$ cat config.mk
export PLATFORM = sky130hd
export DESIGN_NAME = key_event_flat
export DESIGN_NICKNAME = d
export VERILOG_FILES = /design/src/rtl/key_event_if.sv /design/src/rtl/key_event.sv /design/src/flat_wrapper.sv
export SDC_FILE = /design/constraint.sdc
export NUM_CORES = 1
export LEC_CHECK = 0
export CELL_PAD_IN_SITES_DETAIL_PLACEMENT = 1
export CELL_PAD_IN_SITES_GLOBAL_PLACEMENT = 1
export CORE_ASPECT_RATIO = 0.5
export CORE_MARGIN = 5
export CORE_UTILIZATION = 45
export DETAILED_ROUTE_END_ITERATION = 6
export PLACE_DENSITY = 0.77
export SKIP_LAST_GASP = 1
export SYNTH_ARGS = -nofsm -noshare
export SYNTH_HDL_FRONTEND = slang
export SYNTH_SLANG_ARGS = --single-unit
$ cat constraint.sdc
create_clock -name clk -period 3.3 [get_ports clk]
set_clock_uncertainty 0.2 [all_clocks]
set_input_delay 0.495 -clock clk [delete_from_list [all_inputs] [get_ports clk]]
set_output_delay 0.495 -clock clk [all_outputs]
set_load 0.02 [all_outputs]
$ cat src/rtl/key_event_if.sv
//------------------------------------------------------------------------------
// key_event_if : debounced key level in, classified event pulses out.
// Revision     : 1.0 - initial release
//------------------------------------------------------------------------------
`default_nettype none

interface key_event_if;
    logic key_lvl;
    logic click_pulse;
    logic double_pulse;
    logic long_pulse;
    logic repeat_pulse;
    logic busy;

    modport master (
        output key_lvl,
        input  click_pulse, double_pulse, long_pulse, repeat_pulse, busy
    );

    modport slave (
        input  key_lvl,
        output click_pulse, double_pulse, long_pulse, repeat_pulse, busy
    );
endinterface

`default_nettype wire

$ cat src/rtl/key_event.sv
//------------------------------------------------------------------------------
// key_event : classifies a debounced key level into click / double / long /
//             auto-repeat single-cycle pulses.
// Revision  : 1.0 - initial release
//------------------------------------------------------------------------------
`default_nettype none

module key_event #(
    parameter int LONG_CYC    = 50_000_000,
    parameter int DBL_GAP_CYC = 15_000_000,
    parameter int REPEAT_CYC  = 10_000_000,
    parameter int CNT_W       = 26
) (
    input wire logic     clk,
    input wire logic     rst_n,
    key_event_if.slave   evt_if
);

    localparam logic [CNT_W-1:0] c_LONG_TC = CNT_W'(LONG_CYC - 1);
    localparam logic [CNT_W-1:0] c_GAP_TC  = CNT_W'(DBL_GAP_CYC - 1);
    localparam logic [CNT_W-1:0] c_REP_TC  = CNT_W'(REPEAT_CYC - 1);

    typedef enum logic [2:0] {
        IDLE   = 3'd0,
        PRESS1 = 3'd1,
        WAIT2  = 3'd2,
        PRESS2 = 3'd3,
        LONG   = 3'd4
    } state_t;

    state_t           state_q;
    logic [CNT_W-1:0] cnt_q;
    logic             click_q;
    logic             double_q;
    logic             long_q;
    logic             repeat_q;
    logic             busy_q;

    always_ff @(posedge clk) begin
        if (!rst_n) begin
            state_q  <= IDLE;
            cnt_q    <= '0;
            click_q  <= 1'b0;
            double_q <= 1'b0;
            long_q   <= 1'b0;
            repeat_q <= 1'b0;
            busy_q   <= 1'b0;
        end else begin
            click_q  <= 1'b0;
            double_q <= 1'b0;
            long_q   <= 1'b0;
            repeat_q <= 1'b0;
            case (state_q)
                IDLE: begin
                    if (evt_if.key_lvl) begin
                        state_q <= PRESS1;
                        cnt_q   <= '0;
                        busy_q  <= 1'b1;
                    end
                end
                PRESS1: begin
                    if (!evt_if.key_lvl) begin
                        state_q <= WAIT2;
                        cnt_q   <= '0;
                    end else if (cnt_q == c_LONG_TC) begin
                        state_q <= LONG;
                        cnt_q   <= '0;
                        long_q  <= 1'b1;
                    end else begin
                        cnt_q   <= cnt_q + 1'b1;
                    end
                end
                WAIT2: begin
                    // A press on the terminal cycle still counts as a double click.
                    if (evt_if.key_lvl) begin
                        state_q  <= PRESS2;
                        double_q <= 1'b1;
                    end else if (cnt_q == c_GAP_TC) begin
                        state_q  <= IDLE;
                        click_q  <= 1'b1;
                        busy_q   <= 1'b0;
                    end else begin
                        cnt_q    <= cnt_q + 1'b1;
                    end
                end
                PRESS2: begin
                    if (!evt_if.key_lvl) begin
                        state_q <= IDLE;
                        busy_q  <= 1'b0;
                    end
                end
                LONG: begin
                    if (!evt_if.key_lvl) begin
                        state_q  <= IDLE;
                        busy_q   <= 1'b0;
                    end else if (cnt_q == c_REP_TC) begin
                        repeat_q <= 1'b1;
                        cnt_q    <= '0;
                    end else begin
                        cnt_q    <= cnt_q + 1'b1;
                    end
                end
                default: begin
                    state_q <= IDLE;
                    cnt_q   <= '0;
                    busy_q  <= 1'b0;
                end
            endcase
        end
    end

    assign evt_if.click_pulse  = click_q;
    assign evt_if.double_pulse = double_q;
    assign evt_if.long_pulse   = long_q;
    assign evt_if.repeat_pulse = repeat_q;
    assign evt_if.busy         = busy_q;

endmodule

`default_nettype wire

$ cat src/flat_wrapper.sv
// flat-port wrapper written by rule: the top's interface ports become plain ports
module key_event_flat 
#(
    parameter int LONG_CYC    = 50_000_000,
    parameter int DBL_GAP_CYC = 15_000_000,
    parameter int REPEAT_CYC  = 10_000_000,
    parameter int CNT_W       = 26
)
  (clk, rst_n, evt_if_key_lvl, evt_if_click_pulse, evt_if_double_pulse, evt_if_long_pulse, evt_if_repeat_pulse, evt_if_busy);
  key_event_if evt_if_i ();
  input wire logic clk;
  input wire logic rst_n;
  input wire logic [$bits(evt_if_i.key_lvl)-1:0] evt_if_key_lvl;
  output wire logic [$bits(evt_if_i.click_pulse)-1:0] evt_if_click_pulse;
  output wire logic [$bits(evt_if_i.double_pulse)-1:0] evt_if_double_pulse;
  output wire logic [$bits(evt_if_i.long_pulse)-1:0] evt_if_long_pulse;
  output wire logic [$bits(evt_if_i.repeat_pulse)-1:0] evt_if_repeat_pulse;
  output wire logic [$bits(evt_if_i.busy)-1:0] evt_if_busy;
  assign evt_if_i.key_lvl = evt_if_key_lvl;
  assign evt_if_click_pulse = evt_if_i.click_pulse;
  assign evt_if_double_pulse = evt_if_i.double_pulse;
  assign evt_if_long_pulse = evt_if_i.long_pulse;
  assign evt_if_repeat_pulse = evt_if_i.repeat_pulse;
  assign evt_if_busy = evt_if_i.busy;
  key_event #(.LONG_CYC(LONG_CYC), .DBL_GAP_CYC(DBL_GAP_CYC), .REPEAT_CYC(REPEAT_CYC), .CNT_W(CNT_W)) u_core (.clk(clk), .rst_n(rst_n), .evt_if(evt_if_i));
endmodule
# Word level (Yosys, flattened, before mapping)
# Index checks and enable logic that the tools add are counted.
# word_totals
ff_bits	34
in_bits	3
elab_cells	60
# op_classes
add_sub_neg	1
n_eq_ne	15
muxes	24
n_bitwise	4
n_reduce_logical	9
# ops
op	count
26-bit two-way mux	7
26-bit one-hot mux with 5 select lines	1
26-bit by 24-bit == test with 1-bit output, second input constant	2
26-bit by 1-bit adder with 26-bit output, second input constant	1
26-bit == test, second input constant	1
3-bit two-way mux	6
3-bit one-hot mux with 4 select lines	1
2-bit inequality test, second input constant	5
5-bit AND reduction	2
1-bit two-way mux	8
3-bit by 2-bit == test with 1-bit output, second input constant	2
3-bit by 2-bit inequality test with 1-bit output, second input constant	2
3-bit AND reduction	2
1-bit inverter	4
1-bit one-hot mux with 4 select lines	1
4-bit AND reduction	1
3-bit by 1-bit == test with 1-bit output, second input constant	1
3-bit == test, second input constant	1
3-bit logical NOT	1
3-bit OR reduction	1
2-bit by 1-bit inequality test with 1-bit output, second input constant	1
2-bit AND reduction	1
2-bit OR reduction	1

# Longest topological paths before layout
# Gate-level depths: netlist of the first run.
# logic_depth
word_depth	4
ltp_mapped	9
ltp_nobuf	7

# Worst setup path before layout of the first run
# No wires, ideal clock.
# synth_timing
path_kind	register to register
from	reg u_core.cnt_q[6]
to	reg u_core.cnt_q[17]
arrival_ns	2.092
required_ns	2.980
slack_ns	0.888
path_stages_with_launch	9
path_buffers	2
synth_period_minus_slack_ns	2.412
cell_sequence	dfxtp_1 > buf_4 > or4b_4 > o32ai_2 > a21oi_2 > o32ai_4 > buf_6 > nor2_1 > a211o_1
# synth_via
elab_chain_cells	4
word_cells_on_any_way	13
# synth_rtl
item	line	rtl
start, declared	key_event.sv:32	logic [CNT_W-1:0] cnt_q;
start signal, assigned	key_event.sv:70	cnt_q <= cnt_q + 1'b1;
start signal, assigned	key_event.sv:83	cnt_q <= cnt_q + 1'b1;
start signal, assigned	key_event.sv:100	cnt_q <= cnt_q + 1'b1;
26-bit by 1-bit adder with 26-bit output, or another cell as far along	key_event.sv:70, key_event.sv:83, key_event.sv:100	
26-bit two-way mux (on tied branches)	key_event.sv:96, key_event.sv:78, key_event.sv:65	
26-bit two-way mux (on tied branches)	key_event.sv:93, key_event.sv:75, key_event.sv:62	
26-bit one-hot mux with 5 select lines	key_event.sv:53	case (state_q)
# Several ways; a longest one is shown, not always the timed one. The select of a mux whose other input is x is not followed.
# A chain may end at the register's enable or synchronous reset.

# Final worst setup path of the first run
# layout_timing
from	reg u_core.cnt_q[6]
to	reg u_core.cnt_q[4]
# layout_via
elab_chain_cells	4
word_cells_on_any_way	10
# layout_rtl
item	line
26-bit by 24-bit == test with 1-bit output or 26-bit == test (tied branches)	key_event.sv:96, key_event.sv:65
26-bit two-way mux (on tied branches)	key_event.sv:96, key_event.sv:65
26-bit two-way mux (on tied branches)	key_event.sv:93, key_event.sv:62
26-bit one-hot mux with 5 select lines	key_event.sv:53
# Several ways; a longest one is shown, not always the timed one. The select of a mux whose other input is x is not followed.

==> results of run 1 <==
power breakdown:
part           internal [mW]  leakage, nW  switching (mW)
combinational         0.0274        0.370          0.0368
sequential             0.414        0.275         0.00534
clock                  0.168       0.0482           0.152
total                  0.609        0.693           0.194
layout make-up:
| class | instances | area [um^2] | share of cell area |
|---|---|---|---|
| clock buffer | 7 | 86.3 | 0.0387 |
| tap | 57 | 71.3 | 0.0320 |
| sequential | 34 | 681 | 0.305 |
| inverter | 6 | 22.5 | 0.0101 |
| clock inverter | 1 | 5.00 | 0.00225 |
| timing repair buffer | 12 | 108 | 0.0483 |
| multi-input combinational | 193 | 1250 | 0.563 |
Yosys cell counts, types with 5 or more instances:
cell | n | area [um^2]
nand2b_1 | 5 | 31.3
o31ai_1 | 13 | 97.6
dfxtp_1 | 34 | 681
o21ai_0 | 9 | 45.0
and4_1 | 6 | 52.6
nor4_1 | 7 | 43.8
nand4_1 | 10 | 62.6
nand3_1 | 11 | 55.1
nor2b_1 | 6 | 37.5
nor3_1 | 5 | 25.0
a21oi_1 | 5 | 25.0
nand2_1 | 34 | 128
buf_2 | 5 | 25.0
nor2_1 | 18 | 67.6
inv_1 | 6 | 22.5
a2bb2oi_1 | 15 | 131
worst register-to-register path: stages (launching register included):
cell     delay [ns]
dfxtp_1        0.49
or4b_4         0.54
o32ai_2        0.30
a21oi_2        0.15
o32ai_4        0.57
buf_4          0.30
o21ai_0        0.11
registers in the layout, summed over array words and instances (netlist names):
register                    flops
u_core.cnt_q                   26
u_core.evt_if.double_pulse      1
u_core.evt_if.busy              1
u_core.state_q                  3
u_core.evt_if.click_pulse       1
u_core.evt_if.long_pulse        1
u_core.evt_if.repeat_pulse      1
routing by layer:
| metal | GRT usage | vias to the layer above | share of wire | routed length (um) |
|---|---|---|---|---|
| met5 | 0 | - | 0 | 0 |
| met4 | 0.0510 | 0 | 0.0079 | 44 |
| met3 | 0.0576 | 6 | 0.051 | 284 |
| met2 | 0.328 | 45 | 0.46 | 2550 |
| met1 | 0.256 | 965 | 0.48 | 2670 |
| li1 | - | 932 | - | - |
path summary, 6_finish.rpt:
check                                       from                to  slack, ns
worst max-delay path             u_core.cnt_q[6]   u_core.cnt_q[4]       0.52
worst min-delay path            u_core.cnt_q[24]  u_core.cnt_q[24]       0.33
worst max register to register   u_core.cnt_q[6]   u_core.cnt_q[4]       0.52
worst min register to register  u_core.cnt_q[24]  u_core.cnt_q[24]       0.33
timing repair:
| action | in CTS | in global routing |
|---|---|---|
| hold endpoints to repair | 0 | 0 |
| resized for setup | 0 | 1 |
| setup endpoints to repair | 0 | 1 |
| hold buffers | 0 | 0 |
logic make-up (layout without fill, tap and decap cells):
kind of cell	count (synthesis)	after routing	synth area share
muxes	1	1	0.00558
AOI/OAI and AO/OA	58	58	0.227
and+or+nand+nor	128	128	0.359
DFF	34	34	0.337
adders and majority gates	2	2	0.0124
xor gates and xnor gates	4	4	0.0174
buffers and inverters	17	26	0.0415
==> key figures, run 1 <==
Global routing
  • Pin count of the biggest net entering global routing: 25
  • Vias in the first global route: 2026
  • Antenna violations before repair: 0
  • First-pass GRT wire length: 9.69 mm
  • Remaining global-route overflow: 0
  • Gr usage total: 0.198

Cells and area
  • Layout cells sized above 1: 0.107
  • Util after Layout: 0.511
  • Non-Filler Instances: 310
  • Layout Nets: 257
  • Cell area after layout: 2230 um^2
  • # diodes: 0
  • FILL cells: 527
  • Commonest non-fill, non-tap cells in the layout: nand2_1, dfxtp_1, nor2_1
  • Area Overhead vs Synth: 10.4%

Logic synthesis
  • Flops & latches, synth: 34
  • Sequential element share of the synthesized area: 0.337
  • Synth Instances: 244
  • Dominant synthesized flop cell: dfxtp_1
  • Synth unique cells: 53
  • Synth Warn #: 0
  • Post-synth EDFFs: 0
  • Mapped Avg Cell Area: 8.27 um^2
  • Post-synth ARST share: 0
  • Net Count, Synth: 249
  • Mapped cell area: 2020 um^2

Critical path
  • CP cell instances: or4b_4 > o32ai_2 > a21oi_2 > o32ai_4 > buf_4 > o21ai_0
  • Crit path capture type: register
  • Critical path type: reg2reg
  • Worst Path Buf+Inv: 1
  • Critical Path Stages: 6
  • Crit start category: register
  • Crit-path leading delay family: compound AO/OA/AOI/OAI gates
  • Slowest CP cell: o32ai_4
  • Worst Reg-to-Reg Cells: 6
  • Crit path required time: 3.26 ns
  • Crit path max fanout: 14
  • Worst EP arrival: 2.75 ns
  • CP max stage delay: 0.57 ns

Pwr
  • Total Power: 0.803 mW
  • Leakage: 0.693 nW
  • Cell Pwr Density: 361 nW/um^2
  • IR drop worst, VDD: 218 uV

Clock tree
  • Clock root cell: clkbuf_8
  • H-tree depth: 2
  • CTS clk-pin slew, worst paths: 0.07 ns
  • Max clock buf depth: 2
  • Clk sinks: 34
  • Clk_lat worst skew: 0.29 ns
  • Cts bufs inserted: 5
  • Setup repair bufs after CTS: 0
  • CTS tree: done

STA
  • Final cycle utilization of the critical path: 0.843
  • RSZ-0062 raised after global routing: no
  • Relative slew slack: 0.496
  • Actual slew at the worst max-slew pin: 0.751 ns
  • Post-route setup TNS: 0 ns
  • Final hold viol count: 0
  • # setup viols final: 0
  • Slew Viols, Final: 0
  • Worst hold margin: 0.329 ns
  • Final worst slack: 0.517 ns
  • Max Clock Freq: 359 MHz
  • Final min period: 2.78 ns

Run
  • Max cap viols: 0

Worst hold path
  • Hold Crit Class: reg2reg
  • Cell count of the worst hold path: 1

Placed design
  • Hpwl dp: 4.15 mm
  • Port Buffers: 7
  • Post-DP Area: 2140 um^2
  • Dpl cells: 302
  • GPL Wtd Cong: 0.893
  • Pre-CTS setup slack: 0.224 ns

Detailed routing
  • Drt first pass iters: 4
  • DRC Markers: 0
  • Wire length per cell: 17.9 um
  • First-iteration detailed-routing DRC count: 72
  • Final WL: 5.55 mm
  • Via count: 1948
  • Antenna viol nets, final: 0
  • Vias/cell: 6.28

Floorplan
  • Ports: 8
  • DIE AREA: 6010 um^2
  • Die height: 57.4 um
  • Row count: 17
  • Initial Util: 0.463
  • Core ar.: 4360 um^2
  • Die W: 105 um

Status
  • Outcome: finished, final reports clean
No activity file was read; power rests on OpenSTA's default activity.
==> inputs of run 2 (changes only) <==
--- a/config.mk
+++ b/config.mk
@@ -9,9 +9,9 @@
 export CELL_PAD_IN_SITES_GLOBAL_PLACEMENT = 1
 export CORE_ASPECT_RATIO = 0.5
 export CORE_MARGIN = 5
-export CORE_UTILIZATION = 45
+export CORE_UTILIZATION = 41
 export DETAILED_ROUTE_END_ITERATION = 6
-export PLACE_DENSITY = 0.77
+export PLACE_DENSITY = 0.74
 export SKIP_LAST_GASP = 1
 export SYNTH_ARGS = -nofsm -noshare
 export SYNTH_HDL_FRONTEND = slang
==> constraint.sdc (replaced) <==
create_clock -name clk -period 2.35 [get_ports clk]
set_clock_uncertainty 0.2 [all_clocks]
set_input_delay 0.3525 -clock clk [delete_from_list [all_inputs] [get_ports clk]]
set_output_delay 0.3525 -clock clk [all_outputs]
set_load 0.02 [all_outputs]
==> run 2 against run 1 <==
Compared with the run above:
- the flow now finishes with violations (setup timing)
- utilization rose by 5.3 points
- final cell count rose by 20%
- combinational power increased by 110%
- largest power group unchanged
- first-iteration DRC count rose by 61%
- global-route usage rose by 3.7 points
- largest cell class unchanged
- non-clock buffer count is 50 higher
- sequential cell count unchanged
- die area up 8.4%
- power rose by 42%
- critical path depth grew 1
- clock power increased by 33%
==> key figures, run 2 (synthesis gave the netlist of run 1 again) <==
Worst hold path
  • Min-Delay Startpoint: u_core.cnt_q[23]
  • Hold Path End: u_core.cnt_q[23]
  • Cell count of the worst hold path: 1
  • Hold Crit Class: reg2reg

Critical path
  • Worst Path Buf+Inv: 1
  • Critical R2R Capture: u_core.cnt_q[25]
  • Crit path required time: 2.33 ns
  • CP max stage delay: 0.58 ns
  • Worst R2R Start: u_core.cnt_q[7]
  • Slowest CP cell: or4b_4
  • Worst Reg-to-Reg Cells: 7
  • Crit path max fanout: 5
  • Worst EP arrival: 2.39 ns
  • Crit-path leading delay family: compound AO/OA/AOI/OAI gates
  • Critical path type: reg2reg
  • CP cell instances: or4b_4 > o32ai_4 > a21oi_2 > o32ai_4 > buf_12 > nor2_2 > a211o_1
  • Crit start category: register
  • R2R setup slack: -0.07 ns
  • Crit path top cell by count: o32ai_4
  • Crit path capture type: register

Clock tree
  • Clk_lat worst skew: 0.30 ns
  • Clk sinks: 34
  • CTS clk-pin slew, worst paths: 0.07 ns
  • Cts bufs inserted: 5
  • Max clock buf depth: 2
  • H-tree depth: 2
  • CTS tree: done
  • Clock root cell: clkbuf_8

Cells and area
  • Commonest non-fill, non-tap cells in the layout: buf_4, nand2_1, dfxtp_1
  • Non-Filler Instances: 372
  • Area Overhead vs Synth: 35.2%
  • Biggest register: u_core.cnt_q
  • Layout Nets: 307
  • Largest registers: u_core.cnt_q: 26 flops, u_core.state_q: 3 flops
  • Commonest non-fill, non-tap cell in the layout: buf_4
  • Layout cells sized above 1: 0.291
  • Max reg flops: 26
  • # diodes: 0
  • Cell area after layout: 2730 um^2

Status
  • Failing checks: setup timing
  • Outcome: finished, violations left

Detailed routing
  • Antenna viol nets, final: 0
  • Wire length per cell: 18.8 um
  • Final WL: 6.99 mm
  • Via count: 2194
  • Drt first pass iters: 4
  • DRC Markers: 0
  • Vias/cell: 5.90
  • First-iteration detailed-routing DRC count: 116

STA
  • Max Clock Freq: 414 MHz
  • Worst hold margin: 0.326 ns
  • Slew Viols, Final: 0
  • Final min period: 2.42 ns
  • Actual slew at the worst max-slew pin: 0.604 ns
  • Relative slew slack: 0.592
  • Final hold viol count: 0
  • Final worst slack: -0.0683 ns
  • RSZ-0062 raised after global routing: yes
  • # setup viols final: 5
  • Final cycle utilization of the critical path: 1.03

Floorplan
  • Row count: 18
  • Die height: 59.6 um
  • Ports: 8
  • DIE AREA: 6510 um^2
  • Initial Util: 0.417
  • Die W: 109 um
  • Core ar.: 4840 um^2

Pwr
  • Cell Pwr Density: 419 nW/um^2
  • Leakage: 0.977 nW
  • IR drop worst, VDD: 188 uV

Placed design
  • Post-DP Area: 2520 um^2
  • Port Buffers: 7
  • Dpl cells: 361
  • GPL Wtd Cong: 0.849
  • Hpwl dp: 5.14 mm

Global routing
  • Remaining global-route overflow: 0
  • Pin count of the biggest net entering global routing: 22
  • Vias in the first global route: 2339
  • Antenna violations before repair: 0
  • Gr usage total: 0.235
  • First-pass GRT wire length: 11.6 mm

Run
  • Max cap viols: 0
[run 2: cell types whose count changed in the layout (fill, tap and decap cells not counted), moves of 2 or more]
cell	delta
buf_4	+46
buf_12	+3
dfxtp_1	-2
dfxtp_2	+2
nor2_1	-2
[run 2: worst max path at each step]
stage | start | slack (ns) | endpoint | cells after the start
after floorplan | u_core.cnt_q[6] | 0.007 | u_core.cnt_q[17] | 8
after global placement | evt_if_key_lvl | -0.18 | u_core.cnt_q[17] | 7
after detailed placement | evt_if_key_lvl | -0.36 | u_core.cnt_q[24] | 7
after CTS | u_core.cnt_q[8] | -0.05 | u_core.cnt_q[4] | 8
after global routing | u_core.cnt_q[7] | -0.11 | u_core.cnt_q[17] | 7
final | u_core.cnt_q[7] | -0.07 | u_core.cnt_q[25] | 7
[run 2: layout make-up]
type	instances	area, um^2
fill	599	2110
sequential	34	683
clock buffer	5	68.8
inverter	6	22.5
multi-input combinational	193	1330
tap	70	87.6
timing repair buffer	62	523
clock inverter	2	10.0
[run 2: through the flow]
stage | TNS (ns) | power, mW | utilization | worst slack (ns)
3_3_place_gp | -3.33 | 0.717 | 0.521 | -0.177
2_1_floorplan | 0 | 0.663 | - | 0.00657
6_report | -0.154 | 1.14 | 0.564 | -0.0683
5_1_grt | -1.45 | 1.18 | 0.564 | -0.110
3_5_place_dp | -6.86 | 0.721 | 0.521 | -0.358
4_1_cts | -0.382 | 1.15 | 0.565 | -0.0533
[run 2: repair_timing]
item	CTS	global route
setup endpoints to repair	26	23
pin swaps	5	3
hold endpoints to repair	0	0
cloned	1	0
hold buffers	0	0
resized for setup	15	5
buffers inserted	3	1
[run 2: per-layer routing]
| layer | vias to the layer above | routed length [um] | GRT usage |
|---|---|---|---|
| met5 | - | 0 | 0 |
| met4 | 0 | 99 | 0.0710 |
| met3 | 11 | 187 | 0.0501 |
| met2 | 32 | 3540 | 0.434 |
| met1 | 1117 | 3160 | 0.276 |
| li1 | 1034 | - | - |
[run 2: worst register-to-register path: cells and delay by family (launching register included)]
| kind | cells | cell delay [ns] |
|---|---|---|
| DFF | 1 | 0.32 |
| and+or+nand+nor | 2 | 0.62 |
| buffers and inverters | 1 | 0.16 |
| AOI/OAI and AO/OA | 4 | 1.00 |
[run 2: where the power goes]
part	internal [mW]	total (mW)	switching [mW]	leakage (nW)
registers	0.580	0.586	0.00507	0.276
logic	0.0643	0.132	0.0674	0.658
clock network	0.199	0.426	0.227	0.0438
==> inputs of run 3 (changes only) <==
--- a/config.mk
+++ b/config.mk
@@ -5,14 +5,17 @@
 export SDC_FILE = /design/constraint.sdc
 export NUM_CORES = 1
 export LEC_CHECK = 0
+export ABC_AREA = 1
 export CELL_PAD_IN_SITES_DETAIL_PLACEMENT = 1
 export CELL_PAD_IN_SITES_GLOBAL_PLACEMENT = 1
 export CORE_ASPECT_RATIO = 0.5
 export CORE_MARGIN = 5
-export CORE_UTILIZATION = 41
+export CORE_UTILIZATION = 39
 export DETAILED_ROUTE_END_ITERATION = 6
-export PLACE_DENSITY = 0.74
+export GPL_ROUTABILITY_DRIVEN = 0
+export PLACE_DENSITY = 0.75
 export SKIP_LAST_GASP = 1
+export SLEW_MARGIN = 5
 export SYNTH_ARGS = -nofsm -noshare
 export SYNTH_HDL_FRONTEND = slang
 export SYNTH_SLANG_ARGS = --single-unit
==> run 3 against run 2 <==
Compared with the run above:
- the flow now finishes without violations
- clock power rose by 60%
- worst hold slack worse by 0.048 ns
- sequential share of layout area is 0.75 points higher
- final area is 3.3% lower
- register-to-register slack better by 0.27 ns
- routed wire length up 10%
- worst setup slack gained 0.27 ns
- global-route usage decreased by 2.4 points
- critical path type unchanged
- die area rose by 19%
- critical path depth increased by 3
- synthesized area up 16%
==> key figures, run 3 <==
Pwr
  • Cell Pwr Density: 829 nW/um^2
  • Leakage: 0.991 nW
  • Clock Power Share: 0.311
  • Total Power: 2.19 mW
  • Net Sw Power: 0.911 mW
  • Internal power: 1.28 mW
  • Flop pwr share: 0.294
  • Combinational group share of total power: 0.395
  • IR drop worst, VDD: 235 uV
  • Switch share: 0.416

Floorplan
  • Die W: 119 um
  • Ports: 8
  • Row count: 19
  • DIE AREA: 7720 um^2
  • Core ar.: 5630 um^2
  • Initial Util: 0.414
  • Die height: 64.7 um

Detailed routing
  • Final WL: 7.69 mm
  • Wire length per cell: 16.6 um
  • First-iteration detailed-routing DRC count: 149
  • Drt first pass iters: 4
  • Antenna viol nets, final: 0
  • Vias/cell: 5.35
  • Via count: 2483
  • DRC Markers: 0

Critical path
  • Slowest CP cell: dfxtp_1
  • CP max stage delay: 0.47 ns
  • Crit path capture type: register
  • Crit start category: register
  • Crit path required time: 2.33 ns
  • Critical path type: reg2reg
  • Crit path max fanout: 8
  • CP cell instances: nand2_1 > nor2_2 > nand3_1 > nor2_1 > nand2_1 > nand2_2 > nand3_4 > o21ai_4 > buf_4 > nor2_2
  • Worst EP arrival: 2.12 ns

Placed design
  • Post-DP Area: 2490 um^2
  • Hpwl dp: 6.02 mm
  • Dpl cells: 456
  • Port Buffers: 7
  • Pre-CTS setup slack: 0.102 ns

STA
  • Final hold viol count: 0
  • RSZ-0062 raised after global routing: no
  • Relative slew slack: 0.558
  • Max Clock Freq: 466 MHz
  • Actual slew at the worst max-slew pin: 0.658 ns
  • # setup viols final: 0
  • Slew Viols, Final: 0
  • Post-route setup TNS: 0 ns
  • Final min period: 2.15 ns
  • Final worst slack: 0.203 ns
  • Final cycle utilization of the critical path: 0.913

Logic synthesis
  • Post-synth top area cell: dfxtp_1
  • Synth top area share: 0.292
  • Synth Warn #: 0
  • Net Count, Synth: 380
  • Main area contributors after synthesis: dfxtp_1, nand2_1, nand3_1, nor2_1, inv_1
  • Synth unique cells: 32
  • Post-synth ARST share: 0
  • Most common cell in the netlist: nand2_1
  • Sequential element share of the synthesized area: 0.292
  • Mapped Avg Cell Area: 6.22 um^2
  • Dominant synthesized flop cell: dfxtp_1
  • Post-synth EDFFs: 0
  • Flops & latches, synth: 34
  • Synth Instances: 375
  • Mapped cell area: 2330 um^2
  • Commonest cells in the netlist: nand2_1, nor2_1, nand3_1

Global routing
  • Remaining global-route overflow: 0
  • First-pass GRT wire length: 12.9 mm
  • Vias in the first global route: 2583
  • Pin count of the biggest net entering global routing: 23
  • Gr usage total: 0.211
  • Antenna violations before repair: 0

Clock tree
  • Cts bufs inserted: 5
  • Clk sinks: 34
  • Cts repair resizes: 0
  • Setup repair bufs after CTS: 0
  • Clock root cell: clkbuf_16
  • H-tree depth: 2
  • CTS Hold Bufs: 0
  • Clk_lat worst skew: 0.29 ns
  • Max clock buf depth: 2
  • CTS tree: done
  • CTS clk-pin slew, worst paths: 0.06 ns

Cells and area
  • Largest registers: u_core.cnt_q: 26 flops, u_core.state_q: 3 flops
  • # diodes: 0
  • Max reg flops: 26
  • Biggest register: u_core.cnt_q
  • Commonest non-fill, non-tap cell in the layout: nand2_1
  • Area Overhead vs Synth: 13.1%
  • Cell area after layout: 2640 um^2
  • Layout Nets: 395
  • Commonest non-fill, non-tap cells in the layout: nand2_1, nor2_1, nand3_1
  • Layout cells sized above 1: 0.128
  • Non-Filler Instances: 464

Worst hold path
  • Hold Crit Class: reg2reg

Status
  • Outcome: finished, final reports clean

Run
  • Max cap viols: 0
run 3: cell count changes after synthesis, sizes merged, moves of 13 or more:
cell / before / now
a2bb2oi: 15 / 0
inv: 6 / 51
nand2: 34 / 99
nor2: 18 / 71
nand3: 11 / 47
o31ai: 13 / 0
run 3: area by class of cell:
cell class                      count  area (um^2)
Tap cell                           73         91.3
Multi-Input combinational cell    283         1400
Clock buffer                        7          143
Sequential cell                    34          681
Inverter                           52          198
Clock inverter                      1         5.00
Fill cell                         785         2990
Timing Repair Buffer               14          123
run 3: stage by stage:
| stage | hold slack, ns | utilization |
|---|---|---|
| global placement | 0.261 | 0.442 |
| CTS | 0.285 | 0.469 |
| global route | 0.310 | 0.469 |
| finish | 0.278 | 0.469 |
| floorplan | 0.232 | - |
| detailed placement | 0.276 | 0.442 |
run 3: critical path, delay by kind of cell, from the launching register on:
| family | cells | cell delay [ns] |
|---|---|---|
| compound gates | 1 | 0.15 |
| simple gates | 8 | 0.98 |
| buf+inv | 1 | 0.21 |
| flops | 1 | 0.47 |
run 3: cell families after synthesis:
family                   synth area share
buffers and inverters               0.108
adder cells (fa/ha/maj)            0.0107
AO/OA/AOI/OAI                      0.0692
flip-flops                          0.292
AND/OR/NAND/NOR                     0.509
XOR/XNOR                           0.0113
run 3: per-layer routing:
| metal | track usage | vias to the layer above | share of wire |
|---|---|---|---|
| li1 | - | 1236 | - |
| met1 | 0.280 | 1186 | 0.47 |
| met2 | 0.350 | 53 | 0.45 |
| met3 | 0.0513 | 8 | 0.071 |
| met4 | 0.0499 | 0 | 0.0088 |
| met5 | 0 | - | 0 |
run 3: power by group through the flow:
stage,Clock (mW),Sequential [mW],Combinational [mW]
2_1_floorplan,0,0.657,0.697
3_3_place_gp,0,0.654,0.842
3_5_place_dp,0,0.656,0.859
4_1_cts,0.691,0.644,0.870
5_1_grt,0.716,0.647,0.944
6_report,0.680,0.644,0.864
run 3: worst paths after layout:
| path | from | to | slack (ns) | cells after the start |
|---|---|---|---|---|
| max | u_core.cnt_q[13] | u_core.cnt_q[11] | 0.20 | 10 |
| min | u_core.evt_if.busy | u_core.evt_if.busy | 0.28 | 2 |
| max reg2reg | u_core.cnt_q[13] | u_core.cnt_q[11] | 0.20 | 10 |
| min reg2reg | u_core.evt_if.busy | u_core.evt_if.busy | 0.28 | 2 |
